[src/rtl/node_resolver.sv]
// node_resolver: clocked resolution of one NMOS switch-level node.
// Resolves the strongest of N_DRV driver terminals. When undriven, the node
// holds stored gate charge, which may leak to floating. It also reports when
// the node value has settled.

`ifndef NODE_RESOLVER_DEFS
`define NODE_RESOLVER_DEFS
`define W        4
`define B_LEVEL  0
`define S_OFF    3'b000
`define S_PULLUP 3'b011
`define S_STRONG 3'b110
`define L_LO     1'b0
`define L_HI     1'b1
`endif

module node_resolver #(
  parameter int unsigned N_DRV           = 4,
  parameter logic [2:0]  CHARGE_STRENGTH = 3'b001,
  parameter int unsigned DECAY_CYCLES    = 0,
  parameter int unsigned SETTLE_CYCLES   = 3
) (
  input  logic                clk,
  input  logic                rst,
  input  logic [N_DRV*`W-1:0] drv_in,
  output logic [`W-1:0]       node_out,
  output logic                level,
  output logic                floating,
  output logic                contention,
  output logic                settled
);

  localparam int unsigned DW = (DECAY_CYCLES == 0) ? 1 : $clog2(DECAY_CYCLES + 1);
  localparam logic [DW-1:0] DECAY_LIM  = DW'(DECAY_CYCLES);
  localparam logic [3:0]    SETTLE_LIM = 4'(SETTLE_CYCLES);

  typedef enum logic [1:0] {
    ST_FLOAT,
    ST_DRIVEN,
    ST_HELD
  } state_e;

  state_e          state_q, state_d;
  logic [`W-1:0]   node_q, node_d;
  logic            stored_q, stored_d;
  logic [DW-1:0]   decay_q, decay_d;
  logic            float_q, float_d;
  logic            cont_q, cont_d;
  logic [3:0]      stable_q, stable_d;
  logic            settled_q, settled_d;

  logic [2:0]      smax;
  logic            any_hi;
  logic            any_lo;
  logic            drive_present;
  logic            res_level;
  logic            res_cont;

  // Strongest strength on the node and the levels driven at that strength.
  always_comb begin
    smax   = `S_OFF;
    any_hi = 1'b0;
    any_lo = 1'b0;
    for (int unsigned i = 0; i < N_DRV; i++) begin
      if (drv_in[i*`W+1 +: 3] > smax) smax = drv_in[i*`W+1 +: 3];
    end
    for (int unsigned i = 0; i < N_DRV; i++) begin
      if (drv_in[i*`W+1 +: 3] == smax) begin
        if (drv_in[i*`W+`B_LEVEL]) any_hi = 1'b1;
        else                       any_lo = 1'b1;
      end
    end
    drive_present = (smax != `S_OFF);
    // Disagreement at the top strength resolves low (pulldown wins).
    res_level     = any_hi & ~any_lo;
    res_cont      = any_hi & any_lo;
  end

  // Next-state logic: a present driver takes precedence over hold/decay.
  always_comb begin
    state_d  = state_q;
    node_d   = node_q;
    stored_d = stored_q;
    decay_d  = decay_q;
    float_d  = float_q;
    cont_d   = 1'b0;
    if (drive_present) begin
      state_d  = ST_DRIVEN;
      node_d   = {smax, res_level};
      stored_d = res_level;
      decay_d  = '0;
      float_d  = 1'b0;
      cont_d   = res_cont;
    end else begin
      unique case (state_q)
        ST_DRIVEN: begin
          state_d = ST_HELD;
          node_d  = {CHARGE_STRENGTH, stored_q};
          float_d = 1'b0;
          if (decay_q != '1) decay_d = decay_q + 1'b1;
        end
        ST_HELD: begin
          if ((DECAY_CYCLES != 0) && (decay_q == DECAY_LIM)) begin
            state_d  = ST_FLOAT;
            node_d   = {`S_OFF, `L_LO};
            float_d  = 1'b1;
            stored_d = `L_LO;
          end else begin
            node_d  = {CHARGE_STRENGTH, stored_q};
            float_d = 1'b0;
            if (decay_q != '1) decay_d = decay_q + 1'b1;
          end
        end
        default: begin
          state_d  = ST_FLOAT;
          node_d   = {`S_OFF, `L_LO};
          float_d  = 1'b1;
          stored_d = `L_LO;
        end
      endcase
    end
  end

  // Settle tracking, based on whether node_out is about to change.
  always_comb begin
    if (node_d != node_q)          stable_d = '0;
    else if (stable_q >= SETTLE_LIM) stable_d = SETTLE_LIM;
    else                           stable_d = stable_q + 4'd1;
    settled_d = (stable_d == SETTLE_LIM);
  end

  // State registers with synchronous reset.
  always_ff @(posedge clk) begin
    if (rst) begin
      state_q   <= ST_FLOAT;
      node_q    <= {`S_OFF, `L_LO};
      stored_q  <= `L_LO;
      decay_q   <= '0;
      float_q   <= 1'b1;
      cont_q    <= 1'b0;
      stable_q  <= '0;
      settled_q <= 1'b0;
    end else begin
      state_q   <= state_d;
      node_q    <= node_d;
      stored_q  <= stored_d;
      decay_q   <= decay_d;
      float_q   <= float_d;
      cont_q    <= cont_d;
      stable_q  <= stable_d;
      settled_q <= settled_d;
    end
  end

  assign node_out   = node_q;
  assign level      = node_q[`B_LEVEL];
  assign floating   = float_q;
  assign contention = cont_q;
  assign settled    = settled_q;

endmodule
[config.mk]
export PLATFORM = sky130hd
export DESIGN_NAME = node_resolver
export DESIGN_NICKNAME = d
export VERILOG_FILES = /design/src/rtl/node_resolver.sv
export SDC_FILE = /design/constraint.sdc
export NUM_CORES = 1
export LEC_CHECK = 0
export ABC_AREA = 1
export BUFFER_PORTS_ARGS = -buffer_cell sky130_fd_sc_hd__buf_2
export CORE_MARGIN = 2
export CORE_UTILIZATION = 35
export CTS_CLUSTER_SIZE = 20
export DETAILED_ROUTE_END_ITERATION = 10
export HOLD_SLACK_MARGIN = 0.12
export PLACE_DENSITY = 0.66
export SLEW_MARGIN = 20
export SYNTH_ARGS = -nofsm -noshare
export SYNTH_HDL_FRONTEND = slang
export SYNTH_SLANG_ARGS = --single-unit
[constraint.sdc]
create_clock -name clk -period 6 [get_ports clk]
set_input_delay 1.2 -clock clk [delete_from_list [all_inputs] [get_ports clk]]
set_output_delay 1.2 -clock clk [all_outputs]
set_load 0.01 [all_outputs]
* Yosys cells after proc, flatten, opt, wreduce, memory -nomap -nowiden
Cells that the tools add are included.
Word-level totals: bits of input ports 18, output and inout bits 8, flip-flop bits (word level) 14, word-level logic and storage cells 62
Operators by class: equal/unequal tests 10, bitwise gates (word level) 4, muxes and demuxes 30, reductions and logical operators 4, add/subtract/negate cells 1, magnitude comparators 5
Operators with widths (number):
- 1-bit 2-to-1 mux | 21
- 3-bit == test | 4
- 3-bit 2-to-1 mux | 4
- 4-bit 2-to-1 mux | 3
- 3-bit greater-than comparator | 3
- 2-bit OR reduction | 3
- 4-bit by 1-bit adder with 4-bit output, second input constant | 1
- 4-bit by 2-bit == test with 1-bit output, second input constant | 1
- 4-bit by 2-bit greater-or-equal comparator with 1-bit output, second input constant | 1
- 4-bit inequality test | 1
- 2-bit one-hot mux with 2 select lines | 1
- 3-bit by 1-bit greater-than comparator with 1-bit output, second input constant | 1
- 3-bit nonzero test | 1
- 1-bit AND | 2
- 2-bit by 1-bit == test with 1-bit output, second input constant | 1
- 2-bit == test, second input constant | 1
- 2-bit 2-to-1 mux | 1
- 2-bit by 1-bit inequality test with 1-bit output, second input constant | 1
- 2-bit inequality test, second input constant | 1
- 1-bit inverter | 2

* Longest topological paths before layout
depth after elaboration 22, depth in mapped cells 37

* Worst setup path before layout
Ideal clock, no wire load.
path type input -> register, start point in drv_in[3], end point reg settled_q (netlist: settled), setup time 0.126 ns, arrival 4.520 ns, buffers on the path 0, slack 1.354 ns, required time 5.874 ns, stages 33, cells stage by stage inv_1 > ha_1 > a21oi_2 > nand2_2 > nand2_2 > nand2_1 > nand2_1 > inv_1 > ha_1 > nand2_2 > o21ai_4 > nand2_1 > nand2_1 > inv_1 > ha_1 > nand2_1 > nor2_1 > nor2_1 > nand2_2 > inv_2 > or2_4 > nand2_4 > nand2_1 > nand2_1 > nor2_4 > nand3_2 > nand2_2 > nor2_2 > nand3_2 > nand2_1 > nand2_1 > nand4_2 > nor2_2
On the way: cells in the longest elaborated chain, start to end 22, elaborated cells on any way between the ends 33, classes of those cells order compare (4); eq/ne (6); mux (20); bitwise (2); reduce/logical (1)
Ends and longest elaborated chain:
- from (decl) | line 25 | input logic [N_DRV*`W-1:0] drv_in,
- 3-bit by 1-bit greater-than comparator with 1-bit output | line 65 | if (drv_in[i*`W+1 +: 3] > smax) smax = drv_in[i*`W+1 +: 3];
- 3-bit 2-to-1 mux | line 65
- 3-bit greater-than comparator | line 65
- 3-bit 2-to-1 mux | line 65
- 3-bit greater-than comparator | line 65
- 3-bit 2-to-1 mux | line 65
- 3-bit greater-than comparator | line 65
- 3-bit 2-to-1 mux | line 65
- [6 not listed]
- 1-bit 2-to-1 mux | line 69 | if (drv_in[i*`W+`B_LEVEL]) any_hi = 1'b1;
- 1-bit 2-to-1 mux | line 68 | if (drv_in[i*`W+1 +: 3] == smax) begin
- 1-bit inverter | line 75 | res_level = any_hi & ~any_lo;
- 1-bit AND | line 75
- 4-bit 2-to-1 mux (*) | line 87 | if (drive_present) begin
- 4-bit inequality test (*) | line 126 | if (node_d != node_q) stable_d = '0;
- 4-bit 2-to-1 mux (*) | line 126
- 4-bit by 2-bit == test with 1-bit output (*) | line 129 | settled_d = (stable_d == SETTLE_LIM);
- to (signal assigned) | line 151 | settled_q <= settled_d;
- to (decl) | line 50 | logic settled_q, settled_d;
Every way passes the cells marked *; elsewhere a longest branch is shown, timed or not. A chain may end at the register's enable or synchronous reset.

* Final worst setup path
Ends and elaborated chain as after synthesis.

==> metrics.txt <==
outcome finished clean; Root Driver clkbuf_8; Setup TNS 0 ns; unrepaired setup endpoints after global routing false; mux cell area share after synthesis 0.00727; CTS tree done; Leak Pwr 0.898 nW; Hold WC Path Type flop to flop; grt total ovfl 0; worst path required time 6.19 ns; largest family of logic cells by synthesized area simple AND/OR/NAND/NOR gates; fin crit share 0.804; CTS Buffer Depth 2; total power divided by cell area 355 mW/mm²; Core ar. 0.00372 mm²; R2R Path Start state_q[0]; R2R cell count 8; Placement Cell Area 0.00155 mm²; final core occ 0.432; # setup viols final 0; post-CTS setup buffer count 0; # Max-Cap Violations 0; CP Max Fanout 7; I/O pin count 26; Final Instance Area 0.00161 mm²; most frequent CP cell nand2_1; Slew Limit Fails 0; Die Area 0.00445 mm²; Worst Setup Start Kind input port; Worst Hold Endpoint state_q[0]; cells after synthesis 200; CP max stage delay 0.34 ns; crit path capture type flop; port bufs 25; asr flop ratio synth 0; largest area contributor in the netlist dfxtp_1; drt wl/cell 10.2 µm; syn_area_per_cell 6.89 µm²; Yosys warnings 0; worst r2r dst settled; Yosys cell types 35; Critical Path AT 5.01 ns; Post-synth top cells nand2_1 (46), inv_1 (30), nand3_1 (30); HPWL after detailed placement 2450 µm; cell row count 22; initial drt markers 66; Finished Layout Cells 275; GPL Wtd Cong 0.870; drt total wl 2810 µm; Tot Pwr 571 µW; top cell type's share of synthesized area 0.203; diode count 0; DIE HEIGHT 66.7 µm; Setup CP Type input port to flop; die width 66.7 µm; DRC Markers 0; Setup WS post-layout 1.18 ns; Post-Synth XOR/XNOR Area 0.0127; DP Worst Slack 0.887 ns; Post-Place Cells 271; highest-delay cell along the critical path ha_1; drt pass-1 iters 4; Worst R2R Setup Slack 4.45 ns; GRT Util Overall 0.149; Synth Area in Compound Gates 0.0627; Fill cells 388; PostCTS Resize Cnt 0; post-layout min period 4.82 ns; clk sink count 14; synth top area cells dfxtp_1 (20%), nand2_1 (13%), ha_1 (11%); Skew-Pair Late Insertion Delay 0.25 ns; final hold violations 0; register bit total from synthesis 14; initial antenna violation count 0; register area share after synthesis 0.203; WHS 0.482 ns; Post-CTS Hold Fix Bufs 0; fin nets 258; CTS H-tree lvls 1; Initial Utilization 0.371; Worst Hold Depth 2; Peak Freq 207 MHz; share of layout cells above drive strength 1 0.300; hold path startpoint state_q[0]; synthesized area 0.00138 mm²; simple-gate portion of the synthesized area 0.500; total CTS buffers 3; Post-Synth Adder-Cell Area 0.109; Vias 1301; DR vias/cell 4.73; vias in the first global route 1275; pin count of the biggest net entering global routing 10; Final Skew 0.00124 ns; Top FF cell, synth dfxtp_1; Routed Antenna Nets 0; count leader, synth nand2_1; Post-synth EDFFs 0; layout overhead on the synthesized area 16.6%; first-pass GRT wire length 5090 µm; maximum VDD drop 126 µV; clock slew at reported path FFs 0.06 ns
[flip-flops by register name, indices dropped and copies added (netlist names)]
name	cells
state_q	2
stable_q	4
contention	1
node_out	4
floating	1
stored_q	1
settled	1
[cell usage in the layout (no fill, tap or decap)]
| cell type | count |
|---|---|
| nand4_1 | 1 |
| conb_1 | 2 |
| nor3_1 | 2 |
| a21o_1 | 1 |
| a21oi_1 | 3 |
| nor2_2 | 5 |
| nand2_2 | 9 |
| o21ai_4 | 1 |
| nand3_1 | 30 |
| or2_4 | 1 |
| nor3_4 | 1 |
| nand3_2 | 9 |
| nor2_1 | 9 |
| nand4_2 | 1 |
| inv_1 | 30 |
| a21oi_4 | 1 |
| dfxtp_1 | 14 |
| nand3_4 | 2 |
| a21oi_2 | 1 |
| or2_2 | 1 |
| inv_2 | 2 |
| xor2_1 | 1 |
| a211oi_1 | 1 |
| clkbuf_8 | 4 |
| xnor2_1 | 1 |
| ha_1 | 12 |
| buf_2 | 25 |
| o21ai_0 | 3 |
| nand3b_1 | 1 |
| inv_4 | 1 |
| mux2i_1 | 1 |
| nand2_4 | 3 |
| nor2_4 | 1 |
| nor4_1 | 1 |
| nand2_1 | 46 |
[layer usage]
metal	part of all wire	GRT usage	up-vias
met5	0	0	-
met4	0.020	0.0689	0
met3	0.043	0.0169	5
met2	0.50	0.276	31
met1	0.44	0.167	568
li1	-	-	697
[cells by family (layout without fill, tap and decap cells)]
kind of cell             Yosys count  count (layout)
XOR/XNOR                           2               2
AND/OR/NAND/NOR                  123             123
AO/OA/AOI/OAI                     11              11
other                              1               2
buffers and inverters             36              62
adder cells (fa/ha/maj)           12              12
multiplexers                       1               1
flip-flops                        14              14
[power breakdown]
group	leakage (nW)	internal, mW	total (mW)	switching (mW)
Sequential	0.116	0.115	0.126	0.0115
Clock	0.0288	0.0582	0.0928	0.0346
Combinational	0.753	0.129	0.352	0.223
Total	0.898	0.302	0.571	0.269
[layout make-up]
type / count / area [µm²] / area share
Clock buffer: 4 / 55.1 / 0.0343
Inverter: 33 / 126 / 0.0787
Multi-Input combinational cell: 151 / 960 / 0.597
Sequential cell: 14 / 280 / 0.174
Tap cell: 48 / 60.1 / 0.0374
Timing Repair Buffer: 25 / 125 / 0.0779
[worst max-delay path, delay by kind of cell]
family / cells / cell delay, ns
compound gates: 3 / 0.54
fa+ha+maj: 3 / 0.93
buf+inv: 6 / 0.40
simple gates: 20 / 1.94
[how the worst max path moves through the flow]
stage | startpoint | to | slack (ns)
final | drv_in[3] | settled | 1.18
after CTS | drv_in[3] | stable_q[0] | 1.14
after global placement | drv_in[3] | settled | 0.92
after global routing | drv_in[3] | stable_q[1] | 0.72
after detailed placement | drv_in[3] | stable_q[0] | 0.89
after floorplan | drv_in[3] | settled | 1.35
Note: power is estimated with default switching activity, not from simulation.
